## src/rtl/fifo_flush_pkg.sv

```systemverilog
// Shared types for the packing flush FIFO: flush FSM states and flush-mode encodings.
package fifo_flush_pkg;

  typedef enum logic [1:0] {
    IDLE  = 2'd0,
    FLUSH = 2'd1,
    DONE  = 2'd2
  } flush_state_e;

  localparam int MODE_PAD     = 0;
  localparam int MODE_DISCARD = 1;

endpackage

```

## src/rtl/fifo_word_store.sv

```systemverilog
// Circular word buffer holding packed words plus their valid-lane counts.
// The head slot is presented combinationally and reads as zero when nothing is stored.
module fifo_word_store #(
  parameter int DATA_W = 32,
  parameter int CNT_W  = 4,
  parameter int DEPTH  = 4
) (
  input  logic              clk,
  input  logic              i_reset,
  input  logic              i_push,
  input  logic [DATA_W-1:0] i_push_data,
  input  logic [CNT_W-1:0]  i_push_cnt,
  input  logic              i_pop,
  input  logic              i_clear,
  output logic [DATA_W-1:0] o_head_data,
  output logic [CNT_W-1:0]  o_head_cnt,
  output logic              o_avail,
  output logic              o_full
);

  localparam int AW = $clog2(DEPTH);

  logic [DATA_W-1:0] r_data [DEPTH];
  logic [CNT_W-1:0]  r_cnt  [DEPTH];
  logic [AW-1:0]     r_wr_ptr;
  logic [AW-1:0]     r_rd_ptr;
  logic [AW:0]       r_words;

  logic w_full;
  logic w_avail;
  logic w_do_push;
  logic w_do_pop;

  assign w_full    = (r_words == (AW+1)'(DEPTH));
  assign w_avail   = (r_words != '0);
  assign w_do_push = i_push && !w_full;
  assign w_do_pop  = i_pop && w_avail;

  always_ff @(posedge clk) begin
    if (i_reset || i_clear) begin
      r_wr_ptr <= '0;
      r_rd_ptr <= '0;
      r_words  <= '0;
    end else begin
      if (w_do_push) r_wr_ptr <= r_wr_ptr + 1'b1;
      if (w_do_pop)  r_rd_ptr <= r_rd_ptr + 1'b1;
      if (w_do_push && !w_do_pop)      r_words <= r_words + 1'b1;
      else if (!w_do_push && w_do_pop) r_words <= r_words - 1'b1;
    end
  end

  // Slot contents need no reset: the head is masked whenever the count is zero.
  always_ff @(posedge clk) begin
    if (w_do_push && !i_reset && !i_clear) begin
      r_data[r_wr_ptr] <= i_push_data;
      r_cnt[r_wr_ptr]  <= i_push_cnt;
    end
  end

  assign o_head_data = w_avail ? r_data[r_rd_ptr] : '0;
  assign o_head_cnt  = w_avail ? r_cnt[r_rd_ptr]  : '0;
  assign o_avail     = w_avail;
  assign o_full      = w_full;

endmodule

```

## src/rtl/fifo_pack_flush.sv

```systemverilog
// Narrow-to-wide packing FIFO with flush handshake (pad-and-commit or discard).
//   state | meaning
//   IDLE  | packing accepted lanes, watching for a flush request
//   FLUSH | committing the partial word (pad) or clearing all held data (discard)
//   DONE  | flush complete, waiting for the request to drop
module fifo_pack_flush
  import fifo_flush_pkg::*;
#(
  parameter int IN_W       = 4,
  parameter int RATIO      = 8,
  parameter int DEPTH      = 4,
  parameter int FLUSH_MODE = MODE_PAD
) (
  input  logic                         clk,
  input  logic                         reset,
  input  logic                         fifo_wr_valid_i,
  input  logic [IN_W-1:0]              fifo_wr_data_i,
  input  logic                         fifo_rd_valid_i,
  input  logic                         fifo_flush_i,
  output logic [IN_W*RATIO-1:0]        fifo_rd_data_o,
  output logic [$clog2(RATIO+1)-1:0]   fifo_rd_count_o,
  output logic                         fifo_data_avail_o,
  output logic                         fifo_empty_o,
  output logic                         fifo_full_o,
  output logic                         fifo_flush_done_o,
  output logic                         fifo_wr_drop_o
);

  localparam int OUT_W = IN_W * RATIO;
  localparam int CW    = $clog2(RATIO + 1);

  flush_state_e r_state;
  flush_state_e w_state_next;

  logic [OUT_W-1:0] r_lanes;
  logic [CW-1:0]    r_lane_cnt;
  logic             r_drop;

  logic             w_full;
  logic             w_avail;
  logic             w_accept;
  logic             w_last_lane;
  logic [OUT_W-1:0] w_packed;
  logic             w_push;
  logic [OUT_W-1:0] w_push_data;
  logic [CW-1:0]    w_push_cnt;
  logic             w_store_clear;
  logic             w_pack_clear;

  assign w_accept    = fifo_wr_valid_i && (r_state == IDLE) && !w_full;
  assign w_last_lane = (r_lane_cnt == CW'(RATIO - 1));

  // Packer contents with the incoming lane merged in at the current lane slot.
  always_comb begin
    w_packed = r_lanes;
    for (int k = 0; k < RATIO; k++) begin
      if (r_lane_cnt == CW'(k)) w_packed[k*IN_W +: IN_W] = fifo_wr_data_i;
    end
  end

  always_ff @(posedge clk) begin
    if (reset) r_state <= IDLE;
    else       r_state <= w_state_next;
  end

  always_comb begin
    w_state_next  = r_state;
    w_push        = 1'b0;
    w_push_data   = w_packed;
    w_push_cnt    = CW'(RATIO);
    w_store_clear = 1'b0;
    w_pack_clear  = 1'b0;
    case (r_state)
      IDLE: begin
        if (w_accept && w_last_lane) begin
          w_push       = 1'b1;
          w_pack_clear = 1'b1;
        end
        if (fifo_flush_i) w_state_next = FLUSH;
      end
      FLUSH: begin
        if (FLUSH_MODE == MODE_DISCARD) begin
          w_store_clear = 1'b1;
          w_pack_clear  = 1'b1;
          w_state_next  = DONE;
        end else if (r_lane_cnt == '0) begin
          w_state_next = DONE;
        end else if (!w_full) begin
          // Unused upper lanes are already zero because the packer clears on every commit.
          w_push       = 1'b1;
          w_push_data  = r_lanes;
          w_push_cnt   = r_lane_cnt;
          w_pack_clear = 1'b1;
          w_state_next = DONE;
        end
      end
      DONE: begin
        if (!fifo_flush_i) w_state_next = IDLE;
      end
      default: w_state_next = IDLE;
    endcase
  end

  always_ff @(posedge clk) begin
    if (reset) begin
      r_lanes    <= '0;
      r_lane_cnt <= '0;
      r_drop     <= 1'b0;
    end else begin
      r_drop <= fifo_wr_valid_i && !w_accept;
      if (w_pack_clear) begin
        r_lanes    <= '0;
        r_lane_cnt <= '0;
      end else if (w_accept) begin
        r_lanes    <= w_packed;
        r_lane_cnt <= r_lane_cnt + 1'b1;
      end
    end
  end

  fifo_word_store #(
    .DATA_W (OUT_W),
    .CNT_W  (CW),
    .DEPTH  (DEPTH)
  ) u_store (
    .clk         (clk),
    .i_reset     (reset),
    .i_push      (w_push),
    .i_push_data (w_push_data),
    .i_push_cnt  (w_push_cnt),
    .i_pop       (fifo_rd_valid_i),
    .i_clear     (w_store_clear),
    .o_head_data (fifo_rd_data_o),
    .o_head_cnt  (fifo_rd_count_o),
    .o_avail     (w_avail),
    .o_full      (w_full)
  );

  assign fifo_data_avail_o = w_avail;
  assign fifo_full_o       = w_full;
  assign fifo_empty_o      = !w_avail && (r_lane_cnt == '0);
  assign fifo_flush_done_o = (r_state == DONE);
  assign fifo_wr_drop_o    = r_drop;

endmodule

```

## config.mk

```make
export PLATFORM = sky130hd
export DESIGN_NAME = fifo_pack_flush
export DESIGN_NICKNAME = d
export VERILOG_FILES = /design/src/rtl/fifo_flush_pkg.sv /design/src/rtl/fifo_word_store.sv /design/src/rtl/fifo_pack_flush.sv
export SDC_FILE = /design/constraint.sdc
export NUM_CORES = 1
export LEC_CHECK = 0
export CAP_MARGIN = 25
export CORE_ASPECT_RATIO = 0.6
export CORE_MARGIN = 3
export CORE_UTILIZATION = 43
export CTS_CLUSTER_SIZE = 8
export DETAILED_ROUTE_END_ITERATION = 16
export PLACE_DENSITY_LB_ADDON = 0.1
export SLEW_MARGIN = 20
export SYNTH_ARGS = -nofsm -noshare
export SYNTH_HDL_FRONTEND = slang
export SYNTH_SLANG_ARGS = --single-unit
```

## constraint.sdc

```tcl
create_clock -name clk -period 8.5 [get_ports clk]
set_input_delay 1.7 -clock clk [delete_from_list [all_inputs] [get_ports clk]]
set_output_delay 1.7 -clock clk [all_outputs]
set_load 0.01 [all_outputs]
```

==> results of run 1 <==
-- layout by cell type, fill, tap and decap left out, types with 7 or more instances in the layout --
master,synthesis,routed
clkdlybuf4s50_1,0,49
mux2i_1,25,25
nand2_1,12,12
buf_4,1,9
a21oi_1,9,9
o21ai_0,7,7
inv_1,7,7
and2_1,37,37
mux4_2,36,36
dfxtp_1,48,47
clkbuf_16,0,17
nor2_1,36,36
nand3_1,8,8
ha_1,9,9
edfxtp_1,144,144
mux2_2,32,32
-- state kept, by name (all words and copies together), names as in the netlist, named ones only --
signal            flops
r_state               2
fifo_wr_drop_o        1
r_lanes              32
u_store.r_words       3
u_store.r_data      128
u_store.r_rd_ptr      2
r_lane_cnt            4
u_store.r_wr_ptr      2
u_store.r_cnt        16
-- report_power, final --
part,internal [µW],switching [µW],total (µW)
sequential,1030,16.4,1050
combinational,318,290,608
clock,392,364,756
total,1740,670,2410
-- how the worst min path moves through the flow --
stage                                         from                        to  depth (start not counted)
after floorplan           r_lanes[28]$_SDFFE_PP0P_  r_lanes[28]$_SDFFE_PP0P_                          1
after global placement     r_lanes[0]$_SDFFE_PP0P_   r_lanes[0]$_SDFFE_PP0P_                          2
after detailed placement  r_lanes[29]$_SDFFE_PP0P_  r_lanes[29]$_SDFFE_PP0P_                          1
after CTS                  r_lanes[1]$_SDFFE_PP0P_   r_lanes[1]$_SDFFE_PP0P_                          2
after global routing       r_lanes[1]$_SDFFE_PP0P_   r_lanes[1]$_SDFFE_PP0P_                          2
final                     r_lanes[29]$_SDFFE_PP0P_  r_lanes[29]$_SDFFE_PP0P_                          1
-- routing by layer --
layer / global-route usage / routed length, µm / up-vias
met1: 0.257 / 8120 / 2180
met5: 0 / 0 / -
met4: 0.0426 / 108 / 0
met2: 0.256 / 7310 / 74
li1: - / - / 1926
met3: 0.0311 / 649 / 7
-- area by class of cell --
type	count	area, µm²
clock buffers	18	439
clock inverters	14	119
fillers	1458	8350
inverters	8	30.0
multi-input cells	257	2470
flip-flops and latches	192	5290
well taps	234	293
repair buffers	58	558
-- logic make-up (layout without fill, tap and decap cells) --
| logic type | Yosys count | count (layout) | share of synthesized area |
|---|---|---|---|
| adders and majority gates | 10 | 10 | 0.0168 |
| AOI/OAI and AO/OA | 20 | 20 | 0.0154 |
| xor gates and xnor gates | 7 | 7 | 0.00776 |
| DFF | 192 | 192 | 0.669 |
| and+or+nand+nor | 127 | 127 | 0.0899 |
| muxes | 93 | 93 | 0.180 |
| buffers and inverters | 34 | 98 | 0.0214 |
-- metrics by stage --
stage / total power (µW) / instance area [µm²] / hold slack [ns] / cells
after floorplan: 1420 / 7900 / 0.447 / 483
after CTS: 2450 / 9190 / 0.487 / 781
final: 2410 / 9190 / 0.482 / 781
after global routing: 2540 / 9190 / 0.495 / 781
after detailed placement: 1690 / 8630 / 0.474 / 749
after global placement: 1690 / 8630 / 0.457 / 749
==> impl_metrics.csv, run 1 <==
group,metric,value,unit
status,status,"finished, final reports clean",
sta,setup_ws,4.02,ns
synth,syn-num-nets,502,
placed_design,hpwl,9990,µm
critical_path,crit_chain,"clkdlybuf4s50_1, nor3b_2, nand4_2, and2_1, nor3b_2, buf_4",
sta,post-route-period-util,0.527,
synth,synth_common_cells,"edfxtp_1 (144), dfxtp_1 (48), and2_1 (37)",
critical_path,cp.arrival,4.55,ns
drt,drtPass1Iterations,5,
critical_path,crit_fanout,27,
floorplanning,pin_count,50,
placed_design,numPortBuffers,49,
critical_path,critical_path_depth,6,
cts,clk_pin_slew_worst_paths,0.07,ns
floorplanning,rows,37,
critical_path,cpMostUsedCell,"nor3b_2",
global_route,antenna_found_initial,0,
drt,ant_nets,0,
critical_path,critPathTopFamily,"simple AND/OR/NAND/NOR gates",
floorplanning,dieArea,0.0201,mm²
floorplanning,start_util,0.450,
critical_path,crit_type,"in -> reg",
synth,yosysMostFrequentCell,"edfxtp_1",
placed_design,pre_cts_ws,3.57,ns
sta,final_max_slew_viol_count,0,
critical_path,r2r_slack,5.17,ns
cts,cts_made_buffers,17,
sta,fin_skew,0.0109,ns
synth,yosysTopAreaCell,"edfxtp_1",
finish,finish.utilization,0.524,
sta,worst_pin_slew,0.838,ns
synth,synth_warnings,0,
sta,finalSetupViolations,0,
drt,drt-vias-per-instance,5.36,
drt,drt_wl_total,16200,µm
critical_path,crit_required,8.57,ns
critical_path,worstSetupStartpointType,"input pin",
cts,cts_root_buf,"clkbuf_16",
global_route,overflow,0,
synth,synth_async_sr_flop_share,0,
power,peakVddDrop,0.117,mV
drt,post-route-drc-count,0,
synth,synth-edff-count,144,
sta,tns,0,ns
finish,drive_above_1_share,0.229,
cts,hold_buffers,0,
synth,ys_ff_latch,192,
sta,relSlewSlack,0.439,
global_route,grt_pass1_vias,4400,
sta,rsz0062_at_grt,"false",
critical_path,cpPeakStageDelay,0.73,ns
cts,h-tree-depth,4,
finish,nNetsFinal,553,
critical_path,critPathSlowestCell,"nor3b_2",
cts,cts_tree,"yes",
global_route,grt_pass1_wl,26200,µm
finish,diodes,0,
drt,first_iter_violations,231,
critical_path,critPathLaunch,"fifo_wr_valid_i",
floorplanning,die_y,111,µm
worst_hold_path,worstHoldPathType,"reg -> reg",
synth,ys.flop_type,"edfxtp_1",
synth,synthesis.area,0.00790,mm²
run,cap_violations,0,
cts,ctsResizeCount,0,
critical_path,r2r_end,"u_store.r_data[0][18]$_DFFE_PP_",
critical_path,endpoint,"u_store.r_data[0][18]$_DFFE_PP_",
cts,cts_setup_buffers,0,
cts,clockBufferDepth,2,
placed_design,gp_congestion,0.717,
synth,ys_types,42,
global_route,grt_max_degree,41,
sta,layout_min_cycle_time,4.48,ns
cts,clkLatencyLatePin,0.43,ns
finish,syn_to_final_growth,16.3,%
floorplanning,die_x,181,µm
global_route,grt.total_usage,0.170,
power,p_leak,0.00317,µW
critical_path,cp_num_buf_inv,2,
synth,synthCells,483,
sta,finalHoldViolations,0,
floorplanning,core,0.0175,mm²
synth,ys_top_cells_by_area,"edfxtp_1 (55%), dfxtp_1 (12%), mux4_2 (10%)",
critical_path,end_kind,"register",
critical_path,rr_startpoint,"r_lane_cnt[0]$_SDFFE_PP0P_",
sta,fmax,223,MHz
power,powerDensity,263,mW/mm²
synth,yosysTopAreaCellShare,0.547,
synth,avgSynthCellArea,16.4,µm²
synth,synth_seq_area_share,0.669,
critical_path,r2r_cells,7,
drt,vias,4187,
drt,wl_per_cell,20.7,µm
cts,cts_sinks,192,
Note: power is estimated with default switching activity, not from simulation.
==> run 2, diff against run 1 <==
==> constraint.sdc (replaced) <==
create_clock -name clk -period 3.8 [get_ports clk]
set_input_delay 0.76 -clock clk [delete_from_list [all_inputs] [get_ports clk]]
set_output_delay 0.76 -clock clk [all_outputs]
set_load 0.01 [all_outputs]
==> run 2 against run 1 <==
Global-route usage grew 0.073 points. Total power grew 130%. Sequential cell count stayed put. Critical path depth shrank 2. Sequential power increased by 120%. Sequential share of layout area is 0.33 points lower. Clock skew rose by 0.0012 ns. Routed wire length rose by 0.17%. Final cell count up 0.51%. Worst setup slack worse by 3.5 ns. Final area up 0.59%. Core utilization grew 0.31 points. Critical path type is now reg -> out.
==> impl_metrics.csv, run 2 (synthesis gave the netlist of run 1 again) <==
group,metric,value,unit
status,status,"finished, final reports clean",
power,power.total,5450,µW
finish,nNetsFinal,557,
cts,h-tree-depth,4,
floorplanning,core,0.0175,mm²
floorplanning,rows,37,
sta,worst_pin_slew,0.873,ns
sta,setup_ws,0.515,ns
power,peakVddDrop,0.280,mV
critical_path,cp.arrival,2.53,ns
sta,final_max_slew_viol_count,0,
sta,relSlewSlack,0.418,
finish,nFillCells,1465,
cts,cts_made_buffers,17,
power,powerDensity,590,mW/mm²
cts,hold_buffers,0,
drt,drt-vias-per-instance,5.33,
drt,post-route-drc-count,0,
finish,layout_common_cells,"edfxtp_1 (144), clkdlybuf4s50_1 (49), dfxtp_1 (47)",
sta,finalHoldViolations,0,
global_route,overflow,0,
global_route,grt.total_usage,0.171,
floorplanning,start_util,0.450,
cts,cts_tree,"yes",
cts,cts_root_buf,"clkbuf_16",
critical_path,cpPeakStageDelay,0.74,ns
critical_path,critPathLaunch,"u_store.r_words[0]$_SDFFE_PP0P_",
run,cap_violations,0,
critical_path,endpoint,"fifo_empty_o",
critical_path,crit_required,3.04,ns
finish,syn_to_final_growth,17.0,%
finish,reg.largest.list,"u_store.r_data x128, r_lanes x32, u_store.r_cnt x16",
critical_path,r2r_end,"u_store.r_words[2]$_SDFFE_PP0P_",
cts,cts_sinks,192,
placed_design,pre_cts_ws,0.332,ns
finish,diodes,0,
cts,clkLatencyLatePin,0.42,ns
worst_hold_path,worstHoldPathType,"reg -> reg",
sta,rsz0062_at_grt,"false",
cts,clk_pin_slew_worst_paths,0.08,ns
critical_path,r2r_slack,0.79,ns
drt,ant_nets,0,
drt,drt_wl_total,16200,µm
finish,drive_above_1_share,0.229,
finish,layout_commonest_cell,"edfxtp_1",
placed_design,hpwl,10200,µm
placed_design,numPortBuffers,49,
critical_path,critPathSlowestCell,"or3_1",
sta,fmax,304,MHz
cts,clockBufferDepth,2,
sta,layout_min_cycle_time,3.29,ns
sta,post-route-period-util,0.864,
cts,ctsResizeCount,0,
critical_path,crit_type,"reg -> out",
finish,largest_reg_flops,128,
placed_design,gp_congestion,0.794,
drt,wl_per_cell,20.7,µm
drt,first_iter_violations,344,
critical_path,worstSetupStartpointType,"register",
critical_path,crit_chain,"or3_1, buf_12, nor2_1, clkdlybuf4s50_1",
critical_path,crit_fanout,22,
sta,finalSetupViolations,0,
floorplanning,pin_count,50,
sta,fin_skew,0.0121,ns
finish,regMostFlops,"u_store.r_data",
drt,vias,4182,
global_route,grt_pass1_vias,4357,
cts,cts_setup_buffers,0,
floorplanning,die_y,111,µm
critical_path,rr_startpoint,"r_lane_cnt[0]$_SDFFE_PP0P_",
critical_path,r2r_cells,12,
global_route,antenna_found_initial,1,
global_route,grt_max_degree,37,
power,p_leak,0.00320,µW
floorplanning,dieArea,0.0201,mm²
critical_path,end_kind,"primary output",
floorplanning,die_x,181,µm
global_route,grt_pass1_wl,25800,µm
drt,drtPass1Iterations,4,
## run 2: power breakdown
part / internal (µW) / total [µW] / switching [µW]
clock: 866 / 1680 / 818
sequential: 2310 / 2350 / 35.9
combinational: 747 / 1420 / 674
total: 3930 / 5450 / 1530
## run 2: area by class of cell
type                    count  area [µm²]  area share
flip-flops and latches    192        5290       0.572
multi-input cells         257        2470       0.267
repair buffers             62         613      0.0663
clock buffers              19         433      0.0468
well taps                 234         293      0.0317
clock inverters            13         124      0.0134
inverters                   8        30.0     0.00325
## run 2: through the flow
| step | utilization | hold slack (ns) | TNS, ns | area (µm²) | cells |
|---|---|---|---|---|---|
| 2_1_floorplan | - | 0.447 | -139.93 | 7900 | 483 |
| 3_3_place_gp | 0.495 | 0.458 | 0 | 8690 | 753 |
| 3_5_place_dp | 0.495 | 0.466 | 0 | 8690 | 753 |
| 4_1_cts | 0.527 | 0.476 | 0 | 9250 | 785 |
| 5_1_grt | 0.527 | 0.497 | 0 | 9250 | 785 |
| 6_report | 0.527 | 0.478 | 0 | 9250 | 785 |
## run 2: worst max-delay path, delay by kind of cell, from the launching register on
| family | cells | cell delay (ns) |
|---|---|---|
| buffers and inverters | 2 | 0.88 |
| AND/OR/NAND/NOR | 2 | 0.87 |
| flip-flops | 1 | 0.36 |
## run 2: worst min path at each step
stage	startpoint	end	slack, ns	cells after the start
after floorplan	r_lanes[28]$_SDFFE_PP0P_	r_lanes[28]$_SDFFE_PP0P_	0.45	1
after global placement	r_lanes[1]$_SDFFE_PP0P_	r_lanes[1]$_SDFFE_PP0P_	0.46	2
after detailed placement	r_lanes[1]$_SDFFE_PP0P_	r_lanes[1]$_SDFFE_PP0P_	0.47	2
after CTS	r_lanes[1]$_SDFFE_PP0P_	r_lanes[1]$_SDFFE_PP0P_	0.48	2
after global routing	r_lanes[31]$_SDFFE_PP0P_	r_lanes[31]$_SDFFE_PP0P_	0.50	1
final	r_lanes[1]$_SDFFE_PP0P_	r_lanes[1]$_SDFFE_PP0P_	0.48	2
## run 2: per-layer routing
| metal | part of all wire | track usage | wire length, µm | vias to the layer above |
|---|---|---|---|---|
| met1 | 0.51 | 0.256 | 8250 | 2151 |
| met4 | 0.0086 | 0.0507 | 140 | 0 |
| met5 | 0 | 0 | 0 | - |
| met2 | 0.44 | 0.251 | 7100 | 89 |
| li1 | - | - | - | 1930 |
| met3 | 0.045 | 0.0374 | 731 | 12 |
